$ cat src/rtl/pulse_spacer.sv
// ============================================================================
// Module      : pulse_spacer
// Description : Source-domain event spacer. Counts incoming single-cycle
//               events as pending work and re-emits each one as a
//               PULSE_CYCLES-wide pulse followed by at least GAP_CYCLES of
//               low time. This lets a slower destination clock see every
//               event. Events that arrive while the queue is full are
//               dropped and flagged by a sticky overflow bit.
//               Optional macro PULSE_SPACER_DROP_CNT_EN adds a saturating
//               16-bit drop counter output (drop_count).
// Revision    : 1.0 - initial release
// ============================================================================
`default_nettype none

module pulse_spacer #(
  parameter int PULSE_CYCLES = 3,
  parameter int GAP_CYCLES   = 3,
  parameter int MAX_PENDING  = 15,
  localparam int CNT_W       = $clog2(MAX_PENDING + 1)
) (
  input  logic             clk,
  input  logic             rst,
  input  logic             event_in,
  input  logic             ovf_clr,
  output logic             pulse_out,
  output logic [CNT_W-1:0] pending,
  output logic             busy,
`ifdef PULSE_SPACER_DROP_CNT_EN
  output logic [15:0]      drop_count,
`endif
  output logic             overflow
);

  // Cycle counter must hold the larger of the two phase lengths minus one.
  localparam int C_MAX_CYC = (PULSE_CYCLES > GAP_CYCLES) ? PULSE_CYCLES : GAP_CYCLES;
  localparam int C_CYC_W   = $clog2(C_MAX_CYC + 1);

  localparam logic [C_CYC_W-1:0] C_PULSE_LOAD = C_CYC_W'(PULSE_CYCLES - 1);
  localparam logic [C_CYC_W-1:0] C_GAP_LOAD   = C_CYC_W'(GAP_CYCLES - 1);
  localparam logic [CNT_W-1:0]   C_MAX_PEND   = CNT_W'(MAX_PENDING);

  typedef enum logic [1:0] {
    S_IDLE  = 2'd0,
    S_PULSE = 2'd1,
    S_GAP   = 2'd2
  } state_t;

  state_t               r_state;
  state_t               w_state_nxt;
  logic [C_CYC_W-1:0]   r_cnt;
  logic [C_CYC_W-1:0]   w_cnt_nxt;
  logic                 r_pulse;
  logic                 w_pulse_nxt;
  logic                 w_take;
  logic [CNT_W-1:0]     r_pending;
  logic [CNT_W-1:0]     w_pending_nxt;
  logic                 r_overflow;
  logic                 w_full;
  logic                 w_drop;

  // State, cycle counter and output pulse register
  always_ff @(posedge clk or posedge rst) begin
    if (rst) begin
      r_state <= S_IDLE;
      r_cnt   <= '0;
      r_pulse <= 1'b0;
    end else begin
      r_state <= w_state_nxt;
      r_cnt   <= w_cnt_nxt;
      r_pulse <= w_pulse_nxt;
    end
  end

  // Next-state logic; a "take" consumes one pending event as a pulse starts
  always_comb begin
    w_state_nxt = r_state;
    w_cnt_nxt   = r_cnt;
    w_pulse_nxt = r_pulse;
    w_take      = 1'b0;
    case (r_state)
      S_IDLE: begin
        if (r_pending != '0) begin
          w_state_nxt = S_PULSE;
          w_pulse_nxt = 1'b1;
          w_cnt_nxt   = C_PULSE_LOAD;
          w_take      = 1'b1;
        end
      end
      S_PULSE: begin
        if (r_cnt != '0) begin
          w_cnt_nxt = r_cnt - 1'b1;
        end else begin
          w_state_nxt = S_GAP;
          w_pulse_nxt = 1'b0;
          w_cnt_nxt   = C_GAP_LOAD;
        end
      end
      S_GAP: begin
        if (r_cnt != '0) begin
          w_cnt_nxt = r_cnt - 1'b1;
        end else if (r_pending != '0) begin
          w_state_nxt = S_PULSE;
          w_pulse_nxt = 1'b1;
          w_cnt_nxt   = C_PULSE_LOAD;
          w_take      = 1'b1;
        end else begin
          w_state_nxt = S_IDLE;
        end
      end
      default: begin
        w_state_nxt = S_IDLE;
        w_pulse_nxt = 1'b0;
        w_cnt_nxt   = '0;
      end
    endcase
  end

  // An event is only lost when the queue is full and nothing leaves this cycle
  assign w_full = (r_pending == C_MAX_PEND);
  assign w_drop = event_in && !w_take && w_full;

  // Pending count next value: simultaneous event and take cancel out
  always_comb begin
    w_pending_nxt = r_pending;
    if (event_in && !w_take && !w_full) begin
      w_pending_nxt = r_pending + 1'b1;
    end else if (!event_in && w_take) begin
      w_pending_nxt = r_pending - 1'b1;
    end
  end

  // Pending count and sticky overflow; a drop beats a same-edge clear
  always_ff @(posedge clk or posedge rst) begin
    if (rst) begin
      r_pending  <= '0;
      r_overflow <= 1'b0;
    end else begin
      r_pending <= w_pending_nxt;
      if (w_drop) begin
        r_overflow <= 1'b1;
      end else if (ovf_clr) begin
        r_overflow <= 1'b0;
      end
    end
  end

`ifdef PULSE_SPACER_DROP_CNT_EN
  logic [15:0] r_drop_cnt;

  // Saturating drop counter; a same-edge clear and drop leaves a count of one
  always_ff @(posedge clk or posedge rst) begin
    if (rst) begin
      r_drop_cnt <= '0;
    end else if (ovf_clr) begin
      r_drop_cnt <= w_drop ? 16'd1 : 16'd0;
    end else if (w_drop && (r_drop_cnt != 16'hFFFF)) begin
      r_drop_cnt <= r_drop_cnt + 16'd1;
    end
  end

  assign drop_count = r_drop_cnt;
`endif

  assign pulse_out = r_pulse;
  assign pending   = r_pending;
  assign overflow  = r_overflow;
  assign busy      = (r_pending != '0) || (r_state != S_IDLE);

endmodule

`default_nettype wire
$ cat config.mk
export PLATFORM = sky130hd
export DESIGN_NAME = pulse_spacer
export DESIGN_NICKNAME = d
export VERILOG_FILES = /design/src/rtl/pulse_spacer.sv
export SDC_FILE = /design/constraint.sdc
export NUM_CORES = 1
export LEC_CHECK = 0
export BUFFER_PORTS_ARGS = -buffer_cell sky130_fd_sc_hd__buf_2
export CORE_MARGIN = 1.5
export CORE_UTILIZATION = 45
export CTS_BUF_LIST = sky130_fd_sc_hd__clkbuf_8 sky130_fd_sc_hd__clkbuf_16
export CTS_CLUSTER_DIAMETER = 120
export DETAILED_ROUTE_END_ITERATION = 6
export PLACE_DENSITY = 0.66
export SYNTH_ARGS = -nofsm -noshare
export SYNTH_HDL_FRONTEND = slang
export SYNTH_SLANG_ARGS = --single-unit
$ cat constraint.sdc
create_clock -name clk -period 3.8 [get_ports clk]
set_input_delay 0.38 -clock clk [delete_from_list [all_inputs] [get_ports clk]]
set_output_delay 0.38 -clock clk [all_outputs]
set_load 0.01 [all_outputs]
==> results of run 1 <==
==> cell usage in the layout (no fill, tap or decap), types with 2 or more instances in the layout <==
cell       synthesis  layout
o22ai_1            2       2
buf_2              1      10
dfrtp_1           10      10
xor2_1             2       2
a21oi_1            3       3
nor2_1             3       3
nand2_1            6       6
ha_1               5       5
o21ai_0            2       2
inv_1              7       7
clkbuf_8           0       4
a2bb2oi_1          2       2
==> per-layer routing <==
layer	up-vias	GRT usage, %	share of wire, %
met5	-	0	0
li1	259	-	-
met1	235	20.13	45
met3	4	9.783	5.6
met4	0	7.258	1.4
met2	10	29.69	48
==> worst paths after layout <==
kind                                    to  slack [ns]  cells past startpoint
worst max-delay path            pending[3]        1.09                      9
min in group clk                  overflow        0.33                      2
worst max register to register  pending[3]        1.09                      9
max in group asynchronous        pulse_out        3.40                      2
worst min register to register    overflow        0.52                      2
worst min-delay path            pending[3]        0.11                      2
==> cell type report <==
type,instances,area (µm²),share of cell area (%)
timing repair buffer,10,50.05,6.472
sequential,10,250.2,32.36
tap,15,18.77,2.427
clock buffer,4,55.05,7.120
multi-input combinational,46,372.9,48.22
inverter,7,26.28,3.398
==> through the flow <==
step | hold slack, ns | instances | util, % | cell area, µm²
after floorplan | 0.2202 | 65 | - | 658.1
after global placement | 0.3878 | 88 | 53.85 | 718.2
after detailed placement | 0.3853 | 88 | 53.85 | 718.2
after CTS | 0.1231 | 92 | 57.97 | 773.2
after global routing | 0.1680 | 92 | 57.97 | 773.2
final | 0.1125 | 92 | 57.97 | 773.2
==> synth_stat cells, types with 2 or more instances <==
cell       instances
a21oi_1            3
dfrtp_1           10
ha_1               5
o22ai_1            2
inv_1              7
a2bb2oi_1          2
o21ai_0            2
nor2_1             3
xor2_1             2
nand2_1            6
==> power groups by stage <==
stage	Sequential, W	Combinational [W]	Clock, W
global placement	0.000240	0.000357	0
detailed placement	0.000242	0.000364	0
floorplan	0.000233	0.000285	0
finish	0.000240	0.000360	0.000135
CTS	0.000240	0.000366	0.000140
global route	0.000252	0.000412	0.000145
==> cell families (layout without fill, tap and decap cells) <==
logic type      after synthesis  count (layout)  synth area share [%]
compound gates               16              16                 19.01
mux                           1               1                 3.422
fa+ha+maj                     6               6                 12.55
buf+inv                       9              21                 5.323
xor+xnor                      3               3                 3.993
simple gates                 20              20                 17.68
flops                        10              10                 38.02
==> worst reg2reg max path, delay by kind of cell (launching register included) <==
family                   cells  cell delay (ns)
XOR/XNOR                     1             0.15
buffers and inverters        1             0.11
adder cells (fa/ha/maj)      2             0.59
AND/OR/NAND/NOR              1             0.15
flip-flops                   1             0.37
AO/OA/AOI/OAI                3             0.99
multiplexers                 1             0.28
==> flip-flops by register name (all words and copies together) (netlist names) <==
name,count
pending,4
r_cnt,2
r_state,2
overflow,1
pulse_out,1
==> results.txt, run 1 <==
Filler Cells Inserted: 130
Clock Sinks: 10
Post-route clock skew: 0.007704 ns
First-pass GRT wire length: 1863 µm
PwrDens: 949.9 mW/mm²
Final wirelength: 1222 µm
Endpoints failing setup: 0
Crit path setup slack, layout: 1.086 ns
Post-CTS sizing: 0
Max FO, Critical Path: 7
Mapped Area: 658.1 µm²
Outcome: completed
Fin nets: 88
Slew HR: 61.49%
Crit Path Category: reg2reg
RSZ-0062 raised after global routing: no
Final min period: 2.714 ns
Flops & latches, synth: 10
Vias in the first global route: 415
Max Freq: 0.3684 GHz
Peak VDD IR: 0.4518 mV
Fin. max-slew vios: 0
Clock Power Share: 18.4%
Reg-to-reg startpoint: r_cnt[0]
Max cap viols: 0
Gpl congestion: 0.6502
Register share of total power: 32.7%
Sw Ratio: 41.21%
Starting DRC count in detailed routing: 9
# DRC: 0
Overall Global Routing Usage: 18.41%
EDFF count, synth: 0
Post-CTS setup buffer count: 0
Total negative slack: 0 ns
Layout cells sized above 1: 27.27%
Total CTS buffers: 3
Root Buffer: clkbuf_8
Worst-margin pin slew: 0.5768 ns
Cells after Synth: 65
CTS Hold Bufs: 0
Initial Util: 49.34%
Sequential area share after synthesis: 38.02%
Clock slew at reported path FFs: 0.05 ns
I/O pins: 11
Largest net degree at the start of global routing: 16
Hold WC Path Type: in2async
DRT Pass-1 Iters: 4
CP max stage delay: 0.52 ns
Dpl hpwl: 891 µm
Critical-path cell list: inv_1 -> ha_1 -> nor2b_1 -> o311ai_2 -> ha_1 -> a21o_2 -> a21oi_1 -> mux2i_4 -> xor2_1
Synth top area share: 38.02%
ANT cells: 0
Die Area: 0.001701 mm²
Grt ovf: 0
CORE AREA: 0.001334 mm²
Worst-Skew Late Latency: 0.24 ns
Top FF cell, synth: dfrtp_1
CP startpoint: r_cnt[0]
Slowest-stage cell, CP: o311ai_2
Vias per inst: 5.522
Synthesized net count: 75
Row cnt: 13
Psw: 0.0003027 W
Synth top area cells: dfrtp_1, ha_1, inv_1
Buffers and inverters on the worst path: 1
Critical path arrival: 2.88 ns
Crit. End Element: flop
Leakage: 0.3531 nW
Die X: 41.24 µm
Post-synth ARST share: 100.0%
Synth-to-Final Area Change: 17.49%
Number of distinct library cells after synthesis: 33
CP delay by family, top: compound AO/OA/AOI/OAI gates
Die height: 41.24 µm
CTS tree: built
CP required: 3.97 ns
Syn. warnings: 0
Pwr Total: 0.0007345 W
Top cell type by total area after synthesis: dfrtp_1
Syn_area_per_cell: 10.13 µm²
Final hold viol count: 0
Pint: 0.0004318 W
CP dominant cell by count: ha_1
DP Worst Slack: 1.087 ns
Crit share post-route: 71.43%
Worst Setup Start Kind: flop
Drt wl/cell: 13.28 µm
Post-route ant nets: 0
Initial antenna violation count: 0
Vias: 508
H-tree levels: 1
Comb power frac: 49.0%
PortBufs: 10
Clk buf depth: 2
(Power assumes the default switching activity.)
==> inputs of run 2 (changes only) <==
==> constraint.sdc (replaced) <==
create_clock -name clk -period 2.6 [get_ports clk]
set_input_delay 0.26 -clock clk [delete_from_list [all_inputs] [get_ports clk]]
set_output_delay 0.26 -clock clk [all_outputs]
set_load 0.01 [all_outputs]
==> run 2 against run 1 <==
Clock skew is 0.0069 ns lower. Worst hold slack worse by 0.11 ns. Maximum frequency is 14% higher. Global-route usage decreased by 0.27 points. Clock power up 16%. Combinational power increased by 69%. Wire length is 1.5% higher. Critical endpoint unchanged. Core utilization rose by 1.2 points.
==> results.txt, run 2 (synthesis results as in run 1) <==
Placed Cells: 92 (was 88)
Post-Layout Cell Count: 95 (was 92)
Final hold viol count: 0 (unchanged)
Max FO, Critical Path: 6 (was 7)
Hold WC Path Type: in2async (unchanged)
H-tree levels: 1 (unchanged)
Slowest-stage cell, CP: nor4_2 (was o311ai_2)
CTS tree: built (unchanged)
Clock Sinks: 10 (unchanged)
# DRC: 0 (unchanged)
I/O pins: 11 (unchanged)
Endpoints failing setup: 0 (unchanged)
Commonest non-fill, non-tap cells in the layout: buf_2, dfrtp_1, inv_1 (unchanged)
Register-to-Register Path Depth: 7 (was 9)
Crit path setup slack, layout: 0.2287 ns (was 1.086 ns)
Vias per inst: 5.621 (was 5.522)
Clock Power Share: 14.5% (was 18.4%)
Worst hold slack: 0.003692 ns (was 0.1125 ns)
Sw Ratio: 41.33% (was 41.21%)
Pint: 0.0006357 W (was 0.0004318 W)
Final wirelength: 1240 µm (was 1222 µm)
Clk buf depth: 2 (unchanged)
CP required: 2.76 ns (was 3.97 ns)
Drt wl/cell: 13.05 µm (was 13.28 µm)
Total negative slack: 0 ns (unchanged)
Die height: 41.24 µm (unchanged)
Overall Global Routing Usage: 18.14% (was 18.41%)
Peak VDD IR: 0.7030 mV (was 0.4518 mV)
PortBufs: 10 (unchanged)
Vias in the first global route: 438 (was 415)
Leakage: 0.3653 nW (was 0.3531 nW)
Grt ovf: 0 (unchanged)
Vias: 534 (was 508)
Max Freq: 0.4217 GHz (was 0.3684 GHz)
Die X: 41.24 µm (unchanged)
ANT cells: 0 (unchanged)
Layout cells sized above 1: 30.00% (was 27.27%)
DRT Pass-1 Iters: 4 (unchanged)
End of the critical path: pending[3] (unchanged)
DP Worst Slack: 0.2502 ns (was 1.087 ns)
Synth-to-Final Area Change: 19.96% (was 17.49%)
Largest net degree at the start of global routing: 15 (was 16)
Die Area: 0.001701 mm² (unchanged)
Post-CTS sizing: 0 (unchanged)
Slew HR: 67.81% (was 61.49%)
Initial antenna violation count: 0 (unchanged)
Cell area after layout: 789.5 µm² (was 773.2 µm²)
Critical-path cell list: nor4_2 -> o311ai_2 -> buf_4 -> ha_1 -> a21oi_1 -> mux2i_4 -> xor2_1 (was inv_1 -> ha_1 -> nor2b_1 -> o311ai_2 -> ha_1 -> a21o_2 -> a21oi_1 -> mux2i_4 -> xor2_1)
Total CTS buffers: 3 (unchanged)
CORE AREA: 0.001334 mm² (unchanged)
Fin. max-slew vios: 0 (unchanged)
Placed inst area: 748.2 µm² (was 718.2 µm²)
Root Buffer: clkbuf_8 (unchanged)
Final min period: 2.371 ns (was 2.714 ns)
Register share of total power: 29.5% (was 32.7%)
Clock slew at reported path FFs: 0.05 ns (about the same)
Crit share post-route: 91.20% (was 71.43%)
RSZ-0062 raised after global routing: no (unchanged)
Outcome: completed (unchanged)
Fin nets: 92 (was 88)
Max cap viols: 0 (unchanged)
Gpl congestion: 0.7571 (was 0.6502)
Psw: 0.0004477 W (was 0.0003027 W)
Worst Setup Start Kind: flop (unchanged)
Worst-margin pin slew: 0.4789 ns (was 0.5768 ns)
Worst-Skew Late Latency: 0.23 ns (was 0.24 ns)
Comb power frac: 56.0% (was 49.0%)
Row cnt: 13 (unchanged)
Critical path arrival: 2.53 ns (was 2.88 ns)
Post-route clock skew: 0.0008146 ns (was 0.007704 ns)
PwrDens: 1372 mW/mm² (was 949.9 mW/mm²)
Dpl hpwl: 929.6 µm (was 891 µm)
Starting DRC count in detailed routing: 14 (was 9)
Largest register FFs: 4 (unchanged)
Initial Util: 49.34% (unchanged)
First-pass GRT wire length: 1945 µm (was 1863 µm)
Crit. End Element: flop (unchanged)
Reg-to-Reg End: pending[3] (unchanged)
Flop-to-flop setup slack: 0.23 ns (was 1.09 ns)
Crit Path Category: reg2reg (unchanged)
Post-route ant nets: 0 (unchanged)
CTS Hold Bufs: 0 (unchanged)
Post-CTS setup buffer count: 0 (unchanged)
CP max stage delay: 0.51 ns (was 0.52 ns)
Reg-to-reg startpoint: pending[2] (was r_cnt[0])
CP startpoint: pending[2] (was r_cnt[0])
run 2: cell types whose count changed in the layout (fill, tap and decap cells not counted):
| cell | change |
|---|---|
| clkbuf_8 | -1 |
| buf_4 | +4 |
run 2: worst max-delay path, delay by kind of cell, from the launching register on:
family	cells	cell delay [ns]
AND/OR/NAND/NOR	1	0.51
multiplexers	1	0.27
flip-flops	1	0.43
XOR/XNOR	1	0.15
buffers and inverters	1	0.19
AO/OA/AOI/OAI	2	0.43
adder cells (fa/ha/maj)	1	0.31
run 2: area by class of cell:
cell class / count / area, µm²
fillers: 127 / 544.3
repair buffers: 14 / 80.08
well taps: 15 / 18.77
flip-flops and latches: 10 / 250.2
inverters: 7 / 26.28
clock buffers: 3 / 41.29
multi-input cells: 46 / 372.9
run 2: through the flow:
step | total power [W] | utilization, %
2_1_floorplan | 0.0007572 | -
3_3_place_gp | 0.0009147 | 56.10
3_5_place_dp | 0.0009243 | 56.10
4_1_cts | 0.001092 | 59.19
5_1_grt | 0.001189 | 59.19
6_report | 0.001083 | 59.19
run 2: how the worst min path moves through the flow:
| stage | from | endpoint | slack (ns) | cells after the start |
|---|---|---|---|---|
| global placement | rst | pending[3] | 0.26 | 2 |
| CTS | rst | pending[3] | 0.02 | 2 |
| finish | rst | pending[2] | 0.004 | 2 |
| global route | rst | r_state[0] | 0.05 | 2 |
| floorplan | rst | overflow | 0.10 | 1 |
| detailed placement | rst | pending[3] | 0.27 | 2 |
run 2: power by group through the flow:
stage / clock (W) / sequential, W / combinational, W
3_5_place_dp: 0 / 0.000319 / 0.000605
5_1_grt: 0.000170 / 0.000332 / 0.000688
6_report: 0.000157 / 0.000319 / 0.000607
4_1_cts: 0.000163 / 0.000316 / 0.000612
3_3_place_gp: 0 / 0.000316 / 0.000598
2_1_floorplan: 0 / 0.000340 / 0.000417
run 2: routing by layer:
| layer | wire length [µm] | vias to the layer above | part of all wire [%] | global-route usage (%) |
|---|---|---|---|---|
| li1 | - | 266 | - | - |
| met1 | 629 | 261 | 51 | 26.56 |
| met2 | 577 | 5 | 47 | 24.61 |
| met3 | 28 | 2 | 2.3 | 3.261 |
| met4 | 5 | 0 | 0.40 | 9.677 |
| met5 | 0 | - | 0 | 0 |
==> inputs of run 3 (changes only) <==
--- a/config.mk
+++ b/config.mk
@@ -12,6 +12,7 @@
 export CTS_CLUSTER_DIAMETER = 120
 export DETAILED_ROUTE_END_ITERATION = 6
 export PLACE_DENSITY = 0.66
+export RECOVER_POWER = 100
 export SYNTH_ARGS = -nofsm -noshare
 export SYNTH_HDL_FRONTEND = slang
 export SYNTH_SLANG_ARGS = --single-unit
==> run 3 against run 2 <==
Total power down 2.3%. Sequential share of layout area grew 0.72 points. Worst hold slack barely moved. Maximum frequency is 1.4% lower. Largest cell class unchanged. Setup slack got worse by 0.033 ns.
==> results.txt, run 3 (synthesis results as in run 1) <==
Crit share post-route: 92.46% (was 91.20%)
H-tree levels: 1 (unchanged)
First-pass GRT wire length: 1945 µm (unchanged)
Final hold viol count: 0 (unchanged)
Pwr Total: 0.001058 W (was 0.001083 W)
Clk buf depth: 2 (unchanged)
End of the critical path: pending[3] (unchanged)
Met1 Track Usage GR: 26.56% (unchanged)
Root Buffer: clkbuf_8 (unchanged)
Placed Cells: 92 (unchanged)
Worst path depth: 7 (unchanged)
Final min period: 2.404 ns (was 2.371 ns)
Die X: 41.24 µm (unchanged)
Max FO, Critical Path: 6 (unchanged)
Buffers and inverters on the worst path: 1 (unchanged)
# DRC: 0 (unchanged)
Total negative slack: 0 ns (unchanged)
ANT cells: 0 (unchanged)
Vias: 524 (was 534)
CORE AREA: 0.001334 mm² (unchanged)
Crit Path Category: reg2reg (unchanged)
Post-CTS sizing: 0 (unchanged)
Reg-to-Reg End: pending[3] (unchanged)
Worst Setup Start Kind: flop (unchanged)
RSZ-0062 raised after global routing: no (unchanged)
Initial antenna violation count: 0 (unchanged)
Commonest non-fill, non-tap cell in the layout: dfrtp_1
Largest register FFs: 4 (unchanged)
Filler Cells Inserted: 135 (was 127)
DRT Pass-1 Iters: 4 (unchanged)
Register-to-Register Path Depth: 7 (unchanged)
CTS Hold Bufs: 0 (unchanged)
CP max stage delay: 0.51 ns (about the same)
Max cap viols: 0 (unchanged)
CP required: 2.76 ns (about the same)
Worst-margin pin slew: 0.4843 ns (was 0.4789 ns)
Drt wl/cell: 13.00 µm (was 13.05 µm)
Overall Global Routing Usage: 18.14% (unchanged)
Reg-to-reg startpoint: pending[2] (unchanged)
Worst-Skew Late Latency: 0.23 ns (about the same)
Worst hold slack: 0.003880 ns (was 0.003692 ns)
Post-Layout Cell Count: 95 (unchanged)
CTS tree: built (unchanged)
Vias in the first global route: 438 (unchanged)
Leakage: 0.3418 nW (was 0.3653 nW)
Vias per inst: 5.516 (was 5.621)
Global-route track usage on met2: 24.61% (unchanged)
Util after Layout: 57.88% (was 59.19%)
Post-route clock skew: 0.0007682 ns (was 0.0008146 ns)
Initial Util: 49.34% (unchanged)
Grt ovf: 0 (unchanged)
Peak VDD IR: 0.6879 mV (was 0.7030 mV)
Die Area: 0.001701 mm² (unchanged)
CP startpoint: pending[2] (unchanged)
Post-CTS setup buffer count: 0 (unchanged)
Layout cells sized above 1: 20.00% (was 30.00%)
Fin nets: 92 (unchanged)
Dpl hpwl: 929.6 µm (unchanged)
Starting DRC count in detailed routing: 14 (unchanged)
Clock Sinks: 10 (unchanged)
Met3 Track Usage GR: 3.261% (unchanged)
Commonest non-fill, non-tap cells in the layout: dfrtp_1, clkbuf_1, inv_1 (was buf_2, dfrtp_1, inv_1)
I/O pins: 11 (unchanged)
Crit. End Element: flop (unchanged)
Synth-to-Final Area Change: 17.30% (was 19.96%)
Gpl congestion: 0.7571 (unchanged)
Total CTS buffers: 3 (unchanged)
PortBufs: 10 (unchanged)
Clock slew at reported path FFs: 0.05 ns (about the same)
Fin. max-slew vios: 0 (unchanged)
Row cnt: 13 (unchanged)
Largest net degree at the start of global routing: 15 (unchanged)
Final wirelength: 1235 µm (was 1240 µm)
Slowest-stage cell, CP: nor4_2 (unchanged)
Flop-to-flop setup slack: 0.20 ns (was 0.23 ns)
Max Freq: 0.4160 GHz (was 0.4217 GHz)
Busiest grt layer: met1 (unchanged)
Slew HR: 67.44% (was 67.81%)
CP delay by family, top: simple AND/OR/NAND/NOR gates (unchanged)
Die height: 41.24 µm (unchanged)
Critical path arrival: 2.56 ns (was 2.53 ns)
Critical-path cell list: nor4_2 -> o311ai_2 -> clkbuf_2 -> ha_1 -> a21oi_1 -> mux2i_4 -> xor2_1 (was nor4_2 -> o311ai_2 -> buf_4 -> ha_1 -> a21oi_1 -> mux2i_4 -> xor2_1)
PwrDens: 1370 mW/mm² (was 1372 mW/mm²)
Outcome: completed (unchanged)
Hold WC Path Type: in2async (unchanged)
Endpoints failing setup: 0 (unchanged)
Post-route ant nets: 0 (unchanged)
[run 3: worst register-to-register path, stage by stage, from the launching register on]
cell	delay (ns)
dfrtp_1	0.44
nor4_2	0.51
o311ai_2	0.17
clkbuf_2	0.19
ha_1	0.33
a21oi_1	0.26
mux2i_4	0.27
xor2_1	0.15
[run 3: layout make-up]
cell class	count	area [µm²]	share of cell area (%)
multi-input combinational	46	372.9	48.30
sequential	10	250.2	32.41
timing repair buffer	14	62.56	8.104
clock buffer	3	41.29	5.348
inverter	7	26.28	3.404
tap	15	18.77	2.431
[run 3: worst min-delay path by stage]
stage,start,endpoint,slack [ns],cells past startpoint
finish,rst,pending[2],0.004,2
CTS,rst,pending[3],0.02,2
floorplan,rst,overflow,0.10,1
detailed placement,rst,pending[3],0.27,2
global route,rst,r_state[0],0.05,2
global placement,rst,pending[3],0.26,2
[run 3: metal layers]
layer,share of wire [%],vias up
li1,-,266
met1,52,245
met2,44,11
met3,3.3,2
met4,0.40,0
met5,0,-
[run 3: through the flow]
| step | worst slack (ns) | cell area, µm² |
|---|---|---|
| 2_1_floorplan | 0.1314 | 658.1 |
| 3_3_place_gp | 0.2961 | 748.2 |
| 3_5_place_dp | 0.2502 | 748.2 |
| 4_1_cts | 0.2303 | 789.5 |
| 5_1_grt | 0.03159 | 772.0 |
| 6_report | 0.1960 | 772.0 |
[run 3: power breakdown]
| part | total, W | switching (W) | internal (W) |
|---|---|---|---|
| clock | 0.000157 | 0.0000561 | 0.000101 |
| combinational | 0.000581 | 0.000304 | 0.000277 |
| sequential | 0.000320 | 0.0000869 | 0.000233 |
| total | 0.00106 | 0.000447 | 0.000611 |
